$ cat config.mk
export PLATFORM = sky130hd
export DESIGN_NAME = mem_stage_flat
export DESIGN_NICKNAME = d
export VERILOG_FILES = /design/src/rtl/cpu_types_pkg.sv /design/src/rtl/mem_stage_if.sv /design/src/rtl/link_register.sv /design/src/rtl/mem_stage.sv /design/src/flat_wrapper.sv
export SDC_FILE = /design/constraint.sdc
export NUM_CORES = 1
export LEC_CHECK = 0
export ABC_AREA = 0
export ABC_CLOCK_PERIOD_IN_PS = 4019
export CORE_MARGIN = 1
export CORE_UTILIZATION = 41
export CTS_CLUSTER_DIAMETER = 80
export DETAILED_ROUTE_END_ITERATION = 10
export MAX_ROUTING_LAYER = met4
export PLACE_DENSITY = 0.88
export RECOVER_POWER = 100
export SYNTH_ARGS = -nofsm -noshare
export SYNTH_HDL_FRONTEND = slang
export SYNTH_SLANG_ARGS = --single-unit
export TNS_END_PERCENT = 50
$ cat constraint.sdc
create_clock -name CLK -period 4.02 [get_ports CLK]
set_input_delay 0.804 -clock CLK [delete_from_list [all_inputs] [get_ports CLK]]
set_output_delay 0.804 -clock CLK [all_outputs]
set_load 0.02 [all_outputs]
$ cat src/rtl/cpu_types_pkg.sv
// Shared types for the pipelined MIPS core: memory-stage states, word type and link width.
package cpu_types_pkg;
  typedef logic [31:0] word_t;
  localparam int LINK_W = 30;
  typedef enum logic [1:0] {IDLE, BUSY, DONE} memstate_t;

  function automatic logic [LINK_W-1:0] word_idx(input word_t a);
    return a[31:2];
  endfunction
endpackage

$ cat src/rtl/mem_stage_if.sv
// Data-cache request/response bundle between the memory stage and the cache.
interface mem_stage_if;
  import cpu_types_pkg::*;
  logic  dmemREN;
  logic  dmemWEN;
  word_t dmemaddr;
  word_t dmemstore;
  logic  dhit;
  word_t dload;

  modport ms (output dmemREN, dmemWEN, dmemaddr, dmemstore, input dhit, dload);
  modport tb (input dmemREN, dmemWEN, dmemaddr, dmemstore, output dhit, dload);
endinterface

$ cat src/rtl/link_register.sv
// LL/SC link: valid bit plus word index, set by LL, cleared by SC, local store or remote snoop.
module link_register
  import cpu_types_pkg::*;
(
  input  logic              CLK,
  input  logic              RST,
  input  logic              set,
  input  logic              clr_sc,
  input  logic              st_hit,
  input  logic [LINK_W-1:0] addr,
  input  logic              snoop_inv,
  input  logic [LINK_W-1:0] snoop_idx,
  output logic              match
);
  logic              link_valid;
  logic [LINK_W-1:0] link_addr;
  logic              clr;

  assign match = link_valid && (link_addr == addr);
  assign clr   = clr_sc | (st_hit && (link_addr == addr)) | (snoop_inv && (snoop_idx == link_addr));

  // set has priority so an LL completing alongside a snoop keeps its link
  always_ff @(posedge CLK) begin
    if (RST) begin
      link_valid <= 1'b0;
      link_addr  <= '0;
    end else if (set) begin
      link_valid <= 1'b1;
      link_addr  <= addr;
    end else if (clr) begin
      link_valid <= 1'b0;
    end
  end
endmodule

$ cat src/rtl/mem_stage.sv
// MEM stage: issues data-cache requests, stalls until dhit, holds the result for MEM/WB.
module mem_stage
  import cpu_types_pkg::*;
#(
  parameter bit LINK_EN = 1'b1
) (
  input  logic  CLK,
  input  logic  RST,
  input  logic  valid,
  input  logic  MemRead,
  input  logic  MemWrite,
  input  logic  LL,
  input  logic  SC,
  input  logic  halt,
  input  word_t port_out,
  input  word_t rt_data,
  input  logic  advance,
  input  logic  snoop_inv,
  input  word_t snoop_addr,
  mem_stage_if.ms dif,
  output logic  mem_stall,
  output word_t dmemload,
  output logic  halt_out
);
  memstate_t state, nstate;
  word_t     load_q;
  logic      memop, sc_fail, issue, link_match;
  logic      ren, wen, stall, hit;
  logic      unused_bits;

  assign unused_bits = ^{port_out[1:0], snoop_addr[1:0]};

  assign memop   = valid & (MemRead | MemWrite | LL | SC) & ~halt;
  assign sc_fail = LINK_EN & SC & ~link_match;
  assign issue   = memop & ~sc_fail;

  always_ff @(posedge CLK) begin
    if (RST) state <= IDLE;
    else     state <= nstate;
  end

  // BUSY re-drives from the frozen EX/MEM inputs without re-checking the link,
  // so a snoop landing mid-request cannot drop an SC write already in flight.
  always_comb begin
    nstate = state;
    ren    = 1'b0;
    wen    = 1'b0;
    stall  = 1'b0;
    hit    = 1'b0;
    case (state)
      IDLE: if (memop) begin
        stall = 1'b1;
        if (issue) begin
          ren    = MemRead | LL;
          wen    = MemWrite | SC;
          hit    = dif.dhit;
          nstate = dif.dhit ? DONE : BUSY;
        end else begin
          nstate = DONE;
        end
      end
      BUSY: begin
        stall = 1'b1;
        ren   = MemRead | LL;
        wen   = MemWrite | SC;
        hit   = dif.dhit;
        if (dif.dhit) nstate = DONE;
      end
      DONE: if (advance) nstate = IDLE;
      default: nstate = IDLE;
    endcase
  end

  assign dif.dmemREN   = ren & ~RST;
  assign dif.dmemWEN   = wen & ~RST;
  assign dif.dmemaddr  = (dif.dmemREN | dif.dmemWEN) ? {port_out[31:2], 2'b00} : '0;
  assign dif.dmemstore = dif.dmemWEN ? rt_data : '0;
  assign mem_stall     = stall & ~RST;
  assign dmemload      = load_q;

  always_ff @(posedge CLK) begin
    if (RST) begin
      load_q   <= '0;
      halt_out <= 1'b0;
    end else begin
      if (hit)                                  load_q <= SC ? 32'd1 : dif.dload;
      else if (state == IDLE && memop && sc_fail) load_q <= '0;
      if (valid && halt) halt_out <= 1'b1;
    end
  end

  link_register u_link (
    .CLK       (CLK),
    .RST       (RST),
    .set       (LINK_EN & hit & LL),
    .clr_sc    (hit & SC),
    .st_hit    (hit & MemWrite),
    .addr      (word_idx(port_out)),
    .snoop_inv (snoop_inv),
    .snoop_idx (word_idx(snoop_addr)),
    .match     (link_match)
  );
endmodule
$ cat src/flat_wrapper.sv
// flat-port wrapper written by rule: the top's interface ports become plain ports
module mem_stage_flat import cpu_types_pkg::*;
#(
  parameter bit LINK_EN = 1'b1
)
  (CLK, RST, valid, MemRead, MemWrite, LL, SC, halt, port_out, rt_data, advance, snoop_inv, snoop_addr, mem_stall, dmemload, halt_out, dif_dmemREN, dif_dmemWEN, dif_dmemaddr, dif_dmemstore, dif_dhit, dif_dload);
  mem_stage_if dif_i ();
  input  logic CLK;
  input  logic RST;
  input  logic valid;
  input  logic MemRead;
  input  logic MemWrite;
  input  logic LL;
  input  logic SC;
  input  logic halt;
  input  word_t port_out;
  input  word_t rt_data;
  input  logic advance;
  input  logic snoop_inv;
  input  word_t snoop_addr;
  output logic mem_stall;
  output word_t dmemload;
  output logic halt_out;
  output wire logic [$bits(dif_i.dmemREN)-1:0] dif_dmemREN;
  output wire logic [$bits(dif_i.dmemWEN)-1:0] dif_dmemWEN;
  output wire logic [$bits(dif_i.dmemaddr)-1:0] dif_dmemaddr;
  output wire logic [$bits(dif_i.dmemstore)-1:0] dif_dmemstore;
  input wire logic [$bits(dif_i.dhit)-1:0] dif_dhit;
  input wire logic [$bits(dif_i.dload)-1:0] dif_dload;
  assign dif_dmemREN = dif_i.dmemREN;
  assign dif_dmemWEN = dif_i.dmemWEN;
  assign dif_dmemaddr = dif_i.dmemaddr;
  assign dif_dmemstore = dif_i.dmemstore;
  assign dif_i.dhit = dif_dhit;
  assign dif_i.dload = dif_dload;
  mem_stage #(.LINK_EN(LINK_EN)) u_core (.CLK(CLK), .RST(RST), .valid(valid), .MemRead(MemRead), .MemWrite(MemWrite), .LL(LL), .SC(SC), .halt(halt), .port_out(port_out), .rt_data(rt_data), .advance(advance), .snoop_inv(snoop_inv), .snoop_addr(snoop_addr), .dif(dif_i), .mem_stall(mem_stall), .dmemload(dmemload), .halt_out(halt_out));
endmodule
==> results.md <==
Run status:
- The run finished with clean final reports.

Route:
- The detailed-routing iteration count for the pre-antenna-repair pass is 6.
- The detailed router placed 4307 vias in this run.
- The count of routing violations after the opening detailed-route iteration is 167.
- The routed wirelength normalized by instance count is 17.35 µm.
- The final antenna-violating net count is 0.
- Dividing the detail-routed via count by the number of cells gives 5.370.
- The DRC violation count after routing is 0.
- The aggregate routed wire length is 13920 µm.

STA:
- The final number of hold-violating endpoints is 0.
- For the final database, setup skew stands at 0.01012 ns.
- For the pin with the worst max-slew slack, the measured transition is 1.312 ns.
- The smallest setup slack after layout is 0.01113 ns.
- Headroom to the max-slew limit came out at 0.1248.
- The final critical delay including setup and external delays is 4.009 ns.
- The maximum operating frequency is 249.4 MHz.
- Setup repair after global routing could not meet its margin everywhere.
- Setup violations remaining at the end of the flow were counted as 0.
- Dividing the final minimum period by the clock period gives 0.9972.
- The number of pins with negative max-slew slack in the final report was 0.

Clocking:
- CTS saw 66 sinks.
- For this design, the CTS-stage hold fixing added 0 buffers.
- The later pin in the worst-skew pair is clocked with a latency of 0.34 ns.
- The buffer type at the clock tree root is clkbuf_8.
- The total number of H-tree levels is 3.
- The clock passes through at most 2 buffers.
- The clock tree from TritonCTS is built.
- The number of buffers added by the clock tree synthesis step is 9.
- After clock tree synthesis, the clock-pin slew on the worst setup and hold paths is 0.08 ns.

Floorplan:
- Measured along the x axis, the die boundary spans 101.2 µm.
- The initial utilization of the core area, before any placement, comes to 0.4308.
- 239 I/O pins were placed.
- The y dimension of the die is 101.2 µm.
- The row count is 35.
- The full die area is 0.01025 mm².
- The area of the core is 0.009371 mm².

Synthesis:
- The commonest register cell after synthesis is dfxtp_1.
- The netlist uses 36 different library cells.
- The flip-flop and latch count after synthesis is 66.
- For this run, the register share of the synthesized area comes to 0.3272.
- The post-synthesis cell count is 444.
- For this run, the number of Yosys warnings is 0.
- The number of enable-type register cells in the synthesized netlist is 0.
- The mapped netlist covers 0.004038 mm².
- Counting flops with an async set or reset pin after synthesis yields a share of 0.
- The post-synthesis area per instance is 9.094 µm².

Worst hold path:
- The min-delay analysis places its worst path in the category reg2reg.

Setup path:
- The slack of the worst reg-to-reg path is 1.60 ns.
- The largest stage delay on the critical path is 0.46 ns.
- The endpoint class of the critical path is an output pin.
- The type of the worst setup path is in2out.
- The largest fanout on the critical path is 32.
- The signal on the critical path passes through clkdlybuf4s50_1, xor2_1, nor4_1, nand4_1, buf_4, nor4_4, nor2_4, buf_12, nor3_1, clkdlybuf4s15_1.
- The required time reported for the critical path endpoint is 3.22 ns.
- The type of origin of the critical path is an input pin.
- The master of the slowest instance on the critical path is clkdlybuf4s50_1.
- The data arrival time at the worst-slack endpoint is 3.20 ns.

Flow run:
- The count of max-cap constraint violations is 0.

Layout:
- 0 antenna diodes ended up in the layout.
- The multi-input combinational cells in the finished layout cover a total of 0.002635 mm².
- Leaving out fill and tap cells, the most frequent cell in the layout is clkdlybuf4s50_1.
- The number of fill cells is 762.
- The register area is 0.001321 mm².
- The share of layout cells above drive strength 1 is 0.2155.
- The count of nets after finishing is 807.
- The area added between synthesis and finish is 63.06%.
- In the layout the commonest cells are clkdlybuf4s50_1, dfxtp_1, nand2b_1.

Placement:
- At the placement stage, the worst setup path has a slack of -0.5343 ns.
- The half-perimeter wire length after detailed placement is 10350 µm.
- At the end of routability-driven placement, the weighted congestion stood at 0.8338.
- The number of I/O port buffers is 232.

Global route:
- The first global-routing pass estimated 20690 µm of wire.
- The total global routing track utilization is 0.2696.
- The number of antenna violations at the first check in global routing is 0.
- The number of global-route vias before repair is 4194.
- After global routing the overflow that remains totals 0.
- Entering global routing, the biggest net connects 77 pins.

Pwr:
- The share of total power dissipated in combinational logic is 0.231.
- The overall power after layout is 0.001712 W.
- Of the total power, the clock network draws 0.373.
- The power per unit of standard cell area is 260.0 mW/mm².
- The switching power is 0.0004755 W.
- Of the total power, registers draw 0.396.
- The internal power of the cells is 0.001236 W.
- Of the total power, the share spent switching nets is 0.2778.
- The worst ir drop on vdd is 269.0 µV.
- The analysis attributes to cell leakage a power of 2.644 nW.
==> state kept, by name (all words and copies together), names as in the netlist <==
name	count
u_core.u_link.link_addr	30
u_core.halt_out	1
u_core.state	2
u_core.u_link.link_valid	1
u_core.dmemload	32
==> per-layer routing <==
layer	vias to the layer above	global-route usage	part of all wire
li1	2046	-	-
met1	2034	0.2927	0.39
met2	194	0.4762	0.51
met3	33	0.05659	0.074
met4	0	0.1126	0.027
met5	-	-	0
==> worst max-delay path: cells and delay by family <==
| kind | cells | cell delay [ns] |
|---|---|---|
| buffers and inverters | 4 | 1.14 |
| xor gates and xnor gates | 1 | 0.20 |
| and+or+nand+nor | 5 | 1.04 |
==> cell families (layout without fill, tap and decap cells) <==
kind of cell           count (synthesis)  count (layout)  share of synthesized area
AND/OR/NAND/NOR                      195             195                     0.3223
AO/OA/AOI/OAI                         45              45                    0.09204
multiplexers                          31              31                    0.07685
buffers and inverters                 46             274                    0.05051
flip-flops                            66              66                     0.3272
other                                  1               2                  0.0009288
XOR/XNOR                              60              60                     0.1302
==> area by class of cell <==
cell class              count  area share
inverters                   4    0.002281
well taps                 129     0.02452
repair buffers            254      0.3381
clock buffers               9     0.01881
multi-input cells         333      0.4002
clock inverters             7     0.01539
flip-flops and latches     66      0.2007
==> cell usage after synthesis (2+ instances only) <==
| master | count | area [µm²] |
|---|---|---|
| a21oi_1 | 2 | 10.01 |
| a32oi_1 | 31 | 271.5 |
| buf_2 | 7 | 35.03 |
| buf_4 | 2 | 15.01 |
| buf_6 | 2 | 22.52 |
| clkbuf_1 | 31 | 116.4 |
| dfxtp_1 | 66 | 1321 |
| inv_1 | 4 | 15.01 |
| mux2i_1 | 31 | 310.3 |
| nand2b_1 | 61 | 381.6 |
| nand3_1 | 2 | 10.01 |
| nand4_1 | 9 | 56.30 |
| nor2_1 | 38 | 142.6 |
| nor3_1 | 36 | 180.2 |
| nor4_1 | 12 | 75.07 |
| nor4b_1 | 12 | 105.1 |
| nor4b_2 | 20 | 300.3 |
| o21ai_1 | 2 | 10.01 |
| xnor2_1 | 30 | 262.8 |
| xor2_1 | 30 | 262.8 |
==> power groups by stage <==
stage | combinational [W] | clock (W) | sequential (W)
final | 0.000395 | 0.000638 | 0.000678
after global routing | 0.000421 | 0.000685 | 0.000680
after CTS | 0.000395 | 0.000647 | 0.000678
after detailed placement | 0.000399 | 0 | 0.000693
after global placement | 0.000393 | 0 | 0.000692
after floorplan | 0.000166 | 0 | 0.000700
==> stage by stage <==
stage	setup TNS (ns)	utilization	instances	hold WS [ns]	cell area (µm²)
floorplan	0	-	445	0.4885	4041
global placement	-27.76	0.6991	784	0.4574	6551
detailed placement	-28.36	0.6991	784	0.4699	6551
CTS	-0.3516	0.7135	800	0.4899	6686
global route	-2.488	0.7025	802	0.5223	6584
finish	0	0.7025	802	0.4864	6584
==> final timing paths <==
path | startpoint | end | cells after the start
worst max-delay path | port_out[27] | dif_dmemaddr[19] | 10
worst max register to register | u_core.u_link.link_addr[8] | u_core.u_link.link_addr[1] | 9
worst min-delay path | u_core.halt_out | u_core.halt_out | 2
worst min register to register | u_core.halt_out | u_core.halt_out | 2
==> what timing repair did <==
action	4_1_cts	5_1_grt
setup endpoints to repair	64	64
setup buffers	0	2
resized for setup	259	72
pin swaps	4	5
(Power assumes the default switching activity.)
